$ cat config.mk
export PLATFORM = sky130hd
export DESIGN_NAME = sdram_frame_unpacker
export DESIGN_NICKNAME = d
export VERILOG_FILES = /design/src/rtl/sdram_frame_unpacker.sv
export SDC_FILE = /design/constraint.sdc
export NUM_CORES = 1
export LEC_CHECK = 0
export BUFFER_PORTS_ARGS = -buffer_cell sky130_fd_sc_hd__buf_2
export CAP_MARGIN = 25
export CORE_ASPECT_RATIO = 0.8
export CORE_UTILIZATION = 55
export DETAILED_ROUTE_END_ITERATION = 8
export HOLD_SLACK_MARGIN = 0.03
export PLACE_DENSITY = 0.8
export REMOVE_ABC_BUFFERS = 1
export SYNTH_ARGS = -nofsm -noshare
export SYNTH_HDL_FRONTEND = slang
export SYNTH_SLANG_ARGS = --single-unit
$ cat constraint.sdc
create_clock -name iClk -period 6.6 [get_ports iClk]
set_clock_uncertainty 0.1 [all_clocks]
set_input_delay 1.32 -clock iClk [delete_from_list [all_inputs] [get_ports iClk]]
set_output_delay 1.32 -clock iClk [all_outputs]
set_load 0.1 [all_outputs]
$ cat src/rtl/sdram_frame_unpacker.sv
// Read-side SDRAM pixel unpacker: two-entry prefetch of packed wr1/wr2 words,
// unpacked to 10-bit RGB, with per-frame pixel count and underflow tracking.
module sdram_frame_unpacker #(
    parameter int FRAME_PIXELS = 307200,
    parameter int CNT_W        = 19
) (
    input  logic             iClk,
    input  logic             iRst_n,
    input  logic             iFrameStart,
    input  logic             iRead,
    input  logic             iRd_empty,
    input  logic [15:0]      iRd1_data,
    input  logic [15:0]      iRd2_data,
    output logic             oRd_req,
    output logic [9:0]       oRed,
    output logic [9:0]       oGreen,
    output logic [9:0]       oBlue,
    output logic             oValid,
    output logic             oUnderflow,
    output logic [15:0]      oUnderflowCount,
    output logic [CNT_W-1:0] oPixelCount,
    output logic             oFrameDone
);

    typedef enum logic [1:0] {
        IDLE,
        RUN,
        DONE
    } state_t;

    state_t state;

    // Entry layout: {rd1[14:0], rd2[14:0]}; bit 15 of each word carries nothing.
    logic [29:0] buf_q [2];
    logic        wr_ptr;
    logic        rd_ptr;
    logic [1:0]  occ;
    logic        inflight;

    logic             active;
    logic             pop;
    logic             underrun;
    logic [1:0]       occ_next;
    logic [29:0]      head;
    logic [CNT_W-1:0] cnt_next;
    logic             frame_hit;

    logic unused_bits;
    assign unused_bits = ^{iRd1_data[15], iRd2_data[15]};

    // A frame-start pulse opens the new frame in the same cycle, so a read
    // arriving with it is served as that frame's first pixel.
    always_comb begin
        active   = iFrameStart || (state == RUN);
        pop      = iRead && active && (occ != 2'd0);
        underrun = iRead && active && (occ == 2'd0);
        occ_next = occ + {1'b0, inflight} - {1'b0, pop};
        oRd_req  = (state != IDLE) && !iRd_empty && (occ_next < 2'd2);
        head     = buf_q[rd_ptr];
    end

    always_comb begin
        cnt_next = oPixelCount;
        if (iFrameStart) begin
            cnt_next = iRead ? CNT_W'(1) : CNT_W'(0);
        end else if (state == RUN && iRead) begin
            cnt_next = oPixelCount + CNT_W'(1);
        end
        frame_hit = active && iRead
                    && (cnt_next == CNT_W'(FRAME_PIXELS));
    end

    always_ff @(posedge iClk) begin
        if (inflight) begin
            buf_q[wr_ptr] <= {iRd1_data[14:0], iRd2_data[14:0]};
        end
    end

    always_ff @(posedge iClk or negedge iRst_n) begin
        if (!iRst_n) begin
            wr_ptr   <= 1'b0;
            rd_ptr   <= 1'b0;
            occ      <= 2'd0;
            inflight <= 1'b0;
        end else begin
            inflight <= oRd_req;
            occ      <= occ_next;
            if (inflight) begin
                wr_ptr <= ~wr_ptr;
            end
            if (pop) begin
                rd_ptr <= ~rd_ptr;
            end
        end
    end

    always_ff @(posedge iClk or negedge iRst_n) begin
        if (!iRst_n) begin
            state           <= IDLE;
            oRed            <= 10'd0;
            oGreen          <= 10'd0;
            oBlue           <= 10'd0;
            oValid          <= 1'b0;
            oUnderflow      <= 1'b0;
            oUnderflowCount <= 16'd0;
            oPixelCount     <= '0;
            oFrameDone      <= 1'b0;
        end else begin
            oValid <= iRead;
            if (pop) begin
                oRed   <= head[9:0];
                oGreen <= {head[29:25], head[14:10]};
                oBlue  <= head[24:15];
            end else begin
                oRed   <= 10'd0;
                oGreen <= 10'd0;
                oBlue  <= 10'd0;
            end

            oPixelCount <= cnt_next;

            if (iFrameStart) begin
                oUnderflow <= underrun;
            end else if (underrun) begin
                oUnderflow <= 1'b1;
            end

            if (underrun && oUnderflowCount != 16'hFFFF) begin
                oUnderflowCount <= oUnderflowCount + 16'd1;
            end

            if (iFrameStart) begin
                oFrameDone <= frame_hit;
            end else if (frame_hit) begin
                oFrameDone <= 1'b1;
            end

            unique case (1'b1)
                frame_hit:   state <= DONE;
                iFrameStart: state <= RUN;
                default:     state <= state;
            endcase
        end
    end

endmodule
After elaboration in Yosys (flattened, before gate mapping)
Memory sizes are Yosys's and may differ from the RTL's.
Cells that the tools add are included.
- flip-flop bits (word level): 75
- word-level logic and storage cells: 52
- memories: 1
- bits of input ports: 37
- output and inout bits: 69
- memory bits (writable): 60
- memory list (name ; words ; bits a word ; read ports ; clocked after memory_dff ; wr ports ; line ; RTL):
    buf_q ; 2 ; 30 ; 1 ; 0 ; 1 ; 34 ; logic [29:0] buf_q [2];
- equal/unequal tests: 3
- muxes and demuxes: 13
- add/subtract/negate cells: 4
- bitwise operators: 2
- reductions and logical operators: 15
- $lt $le $gt $ge: 1
- operators by type and width (kind ; count):
    $mux 19 ; 2
    $mux 10 ; 3
    $add 19x1->19 const B ; 1
    $eq 19x19->1 const B ; 1
    $add 16x1->16 const B ; 1
    $ne 16x16->1 const B ; 1
    $logic_and 1x1->1 ; 8
    $reduce_bool 2->1 ; 4
    $mux 1 ; 7
    $pmux 2 s2 ; 1
    $add 2x1->2 ; 1
    $eq 2x1->1 const B ; 1
    $logic_not 2->1 ; 1
    $lt 2x2->1 const B ; 1
    $not 1->1 ; 2
    $sub 2x1->2 ; 1
    $logic_not 1->1 ; 1
    $logic_or 1x1->1 ; 1

Logic depth before layout (Yosys ltp)
- depth after elaboration: 8
- gate-level depth with buffers: 10
- depth with buffers taken out: 9

Worst setup path after synthesis
Ideal clock, no wire load.
- kind: input to output
- start: input iFrameStart
- end: output oRd_req
- setup slack: 150 ps
- data arrival time: 5030 ps
- path buffers: 2
- cell stages on the path: 10
- required time: 5180 ps
- cells stage by stage: clkbuf_1 o221ai_1 clkbuf_1 inv_1 ha_1 inv_1 ha_1 xnor2_1 xnor2_1 nor3_1
- longest elaborated chain between the ends: 6
- RTL lines (item ; line ; RTL):
    start, declared ; 9 ; input logic iFrameStart,
    $logic_or 1x1->1 ; 54 ; active = iFrameStart || (state == RUN);
    $logic_and 1x1->1 (2 in series) ; 55 ; pop = iRead && active && (occ != 2'd0);
    net pop ; 41 ; logic pop;
    $sub 2x1->2 ; 57 ; occ_next = occ + {1'b0, inflight} - {1'b0, pop};
    net occ_next[1] ; 43 ; logic [1:0] occ_next;
    $lt 2x2->1 ; 58 ; oRd_req = (state != IDLE) && !iRd_empty && (occ_next < 2'd2);
    $logic_and 1x1->1 ; 58 ;
    end, declared ; 14 ; output logic oRd_req,
The timed path passes the listed nets, and every way through them passes these cells.

Worst setup path after layout
Ends and elaborated chain as after synthesis.

==> reports/summary.json <==
{
  "cts-root-buf": "sky130_fd_sc_hd__clkbuf_16",
  "synth.avg_cell_area_um2": 14.01,
  "wl_per_cell_um": 16.15,
  "post_detailed_route_drc_marker_count": 6,
  "run_status": "finished, violations left",
  "post-route-worst-setup-slack_ns": 1.439,
  "area_of_all_placed_cells_without_fillers_um2": 6533,
  "track_usage": 0.2149,
  "clock_latency_ns": 0.41,
  "leakagePower_nw": 2.980,
  "place_ws_ns": 1.421,
  "period_minus_slack_ns": 5.161,
  "initialDrtViolationCount": 235,
  "achievable-frequency_mhz": 193.8,
  "yosys-top-cells-area": "sky130_fd_sc_hd__dfrtp_1 (36%), sky130_fd_sc_hd__edfxtp_1 (34%), sky130_fd_sc_hd__mux2i_1 (6.1%), sky130_fd_sc_hd__nor2_1 (4.1%), sky130_fd_sc_hd__xnor2_1 (3.0%)",
  "netlist_area_um2": 5283,
  "total_negative_setup_slack_ns": 0,
  "grt_pass1_vias": 3205,
  "hold-worst-slack_ns": 0.3887,
  "n_antenna_cell": 0,
  "grt_first_pass_wirelength_mm": 15.95,
  "worst_setup_hold_path_clk_slew_ns": 0.06,
  "timing.final.hold_violations": 0,
  "n_fill_cell": 642,
  "max_cap_viol_count": 0,
  "dpl.cell_count": 582,
  "count_of_flip_flops_with_a_built_in_enable_after_synthesis": 60,
  "row_count": 31,
  "power.total_mw": 3.080,
  "ys.flop_type": "sky130_fd_sc_hd__dfrtp_1",
  "grt_antenna_before_repair": 0,
  "holdCritPathClass": "reg2reg",
  "clock_tree_from_tritoncts": "done",
  "ioPinCount": 106,
  "synth_async_reset_ratio": 0.5556,
  "synth-warning-count": 0,
  "chipHeight_um": 89.66,
  "flip_flop_and_latch_count_after_synthesis": 135,
  "grt.overflow.total": 0,
  "netlist.top_cell.by_area": "sky130_fd_sc_hd__dfrtp_1",
  "slew-limit-headroom": 0.3660,
  "min_period_over_period": 0.7819,
  "port_buffers": 103,
  "critical_path.max_fanout": 32,
  "initial_util": 0.5747,
  "dpl_cell_area_um2": 5923,
  "place_congestion": 0.8374,
  "synth_cell_type_count": 48,
  "worstSetupPathType": "in2out",
  "final_cell_count_no_fill": 615,
  "pin_count_of_the_biggest_net_entering_global_routing": 76,
  "nNetsFinal": 528,
  "grt_setup_unrepaired": "no",
  "timing.critical_path.arrival_ns": 3.74,
  "fin_util": 0.7106,
  "ctsLongestPathBuffers": 2,
  "core_um2": 9193,
  "htreeDepth": 4,
  "post_cts_resize_count": 0,
  "syn_inst": 377,
  "postRouteWirelength_mm": 9.930,
  "cp_data_required_time_ns": 5.18,
  "route.detailed.vias_per_inst": 5.478,
  "clock_sinks": 135,
  "timing.final.max_slew_violations": 0,
  "timing.reg2reg.setup_slack_ns": 3.78,
  "ir_drop_v": 0.0004224,
  "cts_inserted_buffers": 17,
  "drive_above_1_share": 0.3080,
  "design.die.area_um2": 10000,
  "cts_setup_buffers": 0,
  "postRouteAntennaNets": 0,
  "synth-seq-area-share": 0.6964,
  "worst_setup_path_start_kind": "primary input",
  "setup_viol": 0,
  "yosysTopAreaCellShare": 0.3553,
  "vias": 3369,
  "synth_top_cells_by_count": "sky130_fd_sc_hd__dfrtp_1 (75), sky130_fd_sc_hd__edfxtp_1 (60), sky130_fd_sc_hd__nor2_1 (58)",
  "failing_checks": "DRC",
  "synthMostInstantiatedCell": "sky130_fd_sc_hd__dfrtp_1",
  "detail_route.first_pass.iterations": 6,
  "die_w_um": 111.6,
  "hold_buffers": 0,
  "worst_margin_slew_ns": 0.9387,
  "place_hpwl_mm": 6.182,
  "end_kind": "output pin",
  "area.growth.synth_to_final_pct": 23.66,
  "power-per-cell-area_nw_per_um2": 471.4
}
cell families (layout without fill, tap and decap cells):
| kind of cell | count (synthesis) | after routing | synth area share |
|---|---|---|---|
| compound gates | 20 | 20 | 0.02724 |
| xor+xnor | 34 | 34 | 0.05637 |
| fa+ha+maj | 4 | 4 | 0.009475 |
| buf+inv | 23 | 146 | 0.01753 |
| flops | 135 | 135 | 0.6964 |
| mux | 34 | 34 | 0.06490 |
| simple gates | 127 | 127 | 0.1281 |
power breakdown:
part,internal [mW],leakage [nW],switching [mW],total [mW]
Clock,0.535,0.283,0.385,0.920
Combinational,0.192,1.15,0.785,0.976
Sequential,1.06,1.55,0.122,1.18
critical path, cell delays in order:
cell,delay (ns)
sky130_fd_sc_hd__buf_2,0.26
sky130_fd_sc_hd__o221ai_4,0.19
sky130_fd_sc_hd__buf_4,0.37
sky130_fd_sc_hd__inv_1,0.09
sky130_fd_sc_hd__ha_1,0.28
sky130_fd_sc_hd__inv_1,0.04
sky130_fd_sc_hd__ha_1,0.17
sky130_fd_sc_hd__xnor2_1,0.13
sky130_fd_sc_hd__xnor2_1,0.14
sky130_fd_sc_hd__nor3_1,0.24
sky130_fd_sc_hd__buf_2,0.49
layout make-up:
type	count	area, um^2	share of cell area
Timing Repair Buffer	106	560.5	0.08581
Tap cell	115	143.9	0.02203
Inverter	8	30.03	0.004597
Clock buffer	17	425.4	0.06512
Multi-Input combinational cell	219	1536	0.2352
Sequential cell	135	3680	0.5633
Clock inverter	15	156.4	0.02394
cell usage in the layout, fill, tap and decap left out, drive strengths merged, types with 14 or more instances in the layout:
master / n
mux2i: 32
nor2: 58
inv: 18
buf: 106
xor2: 16
edfxtp: 60
xnor2: 18
clkbuf: 17
dfrtp: 75
nand3: 14
path summary, 6_finish.rpt:
path / to / from / depth (start not counted)
min in group asynchronous: oPixelCount[5]$_DFF_PN0_ / iRst_n / 1
max in group asynchronous: rd_ptr$_DFFE_PN0P_ / iRst_n / 2
worst min-delay path: oRed[0]$_DFF_PN0_ / buf_q[1][0]$_DFFE_PP_ / 2
worst max register to register: oUnderflowCount[11]$_DFFE_PN0P_ / oUnderflowCount[8]$_DFFE_PN0P_ / 6
worst max-delay path: oRd_req / iFrameStart / 11
worst min register to register: oRed[0]$_DFF_PN0_ / buf_q[1][0]$_DFFE_PP_ / 2
per-layer routing:
metal  track usage  wire [um]
met5             0          0
met4       0.08968        105
met3       0.07517        602
met2        0.3443       4909
met1        0.2731       4313
state kept, by name (all words and copies together) (netlist names):
name and flops:
buf_q 60, oUnderflowCount 16, oUnderflow 1, wr_ptr 1
oFrameDone 1, oValid 1, oRed 10, state 2
occ 2, rd_ptr 1, oBlue 10, oGreen 10
oPixelCount 19, inflight 1
No activity file was read; power rests on OpenSTA's default activity.
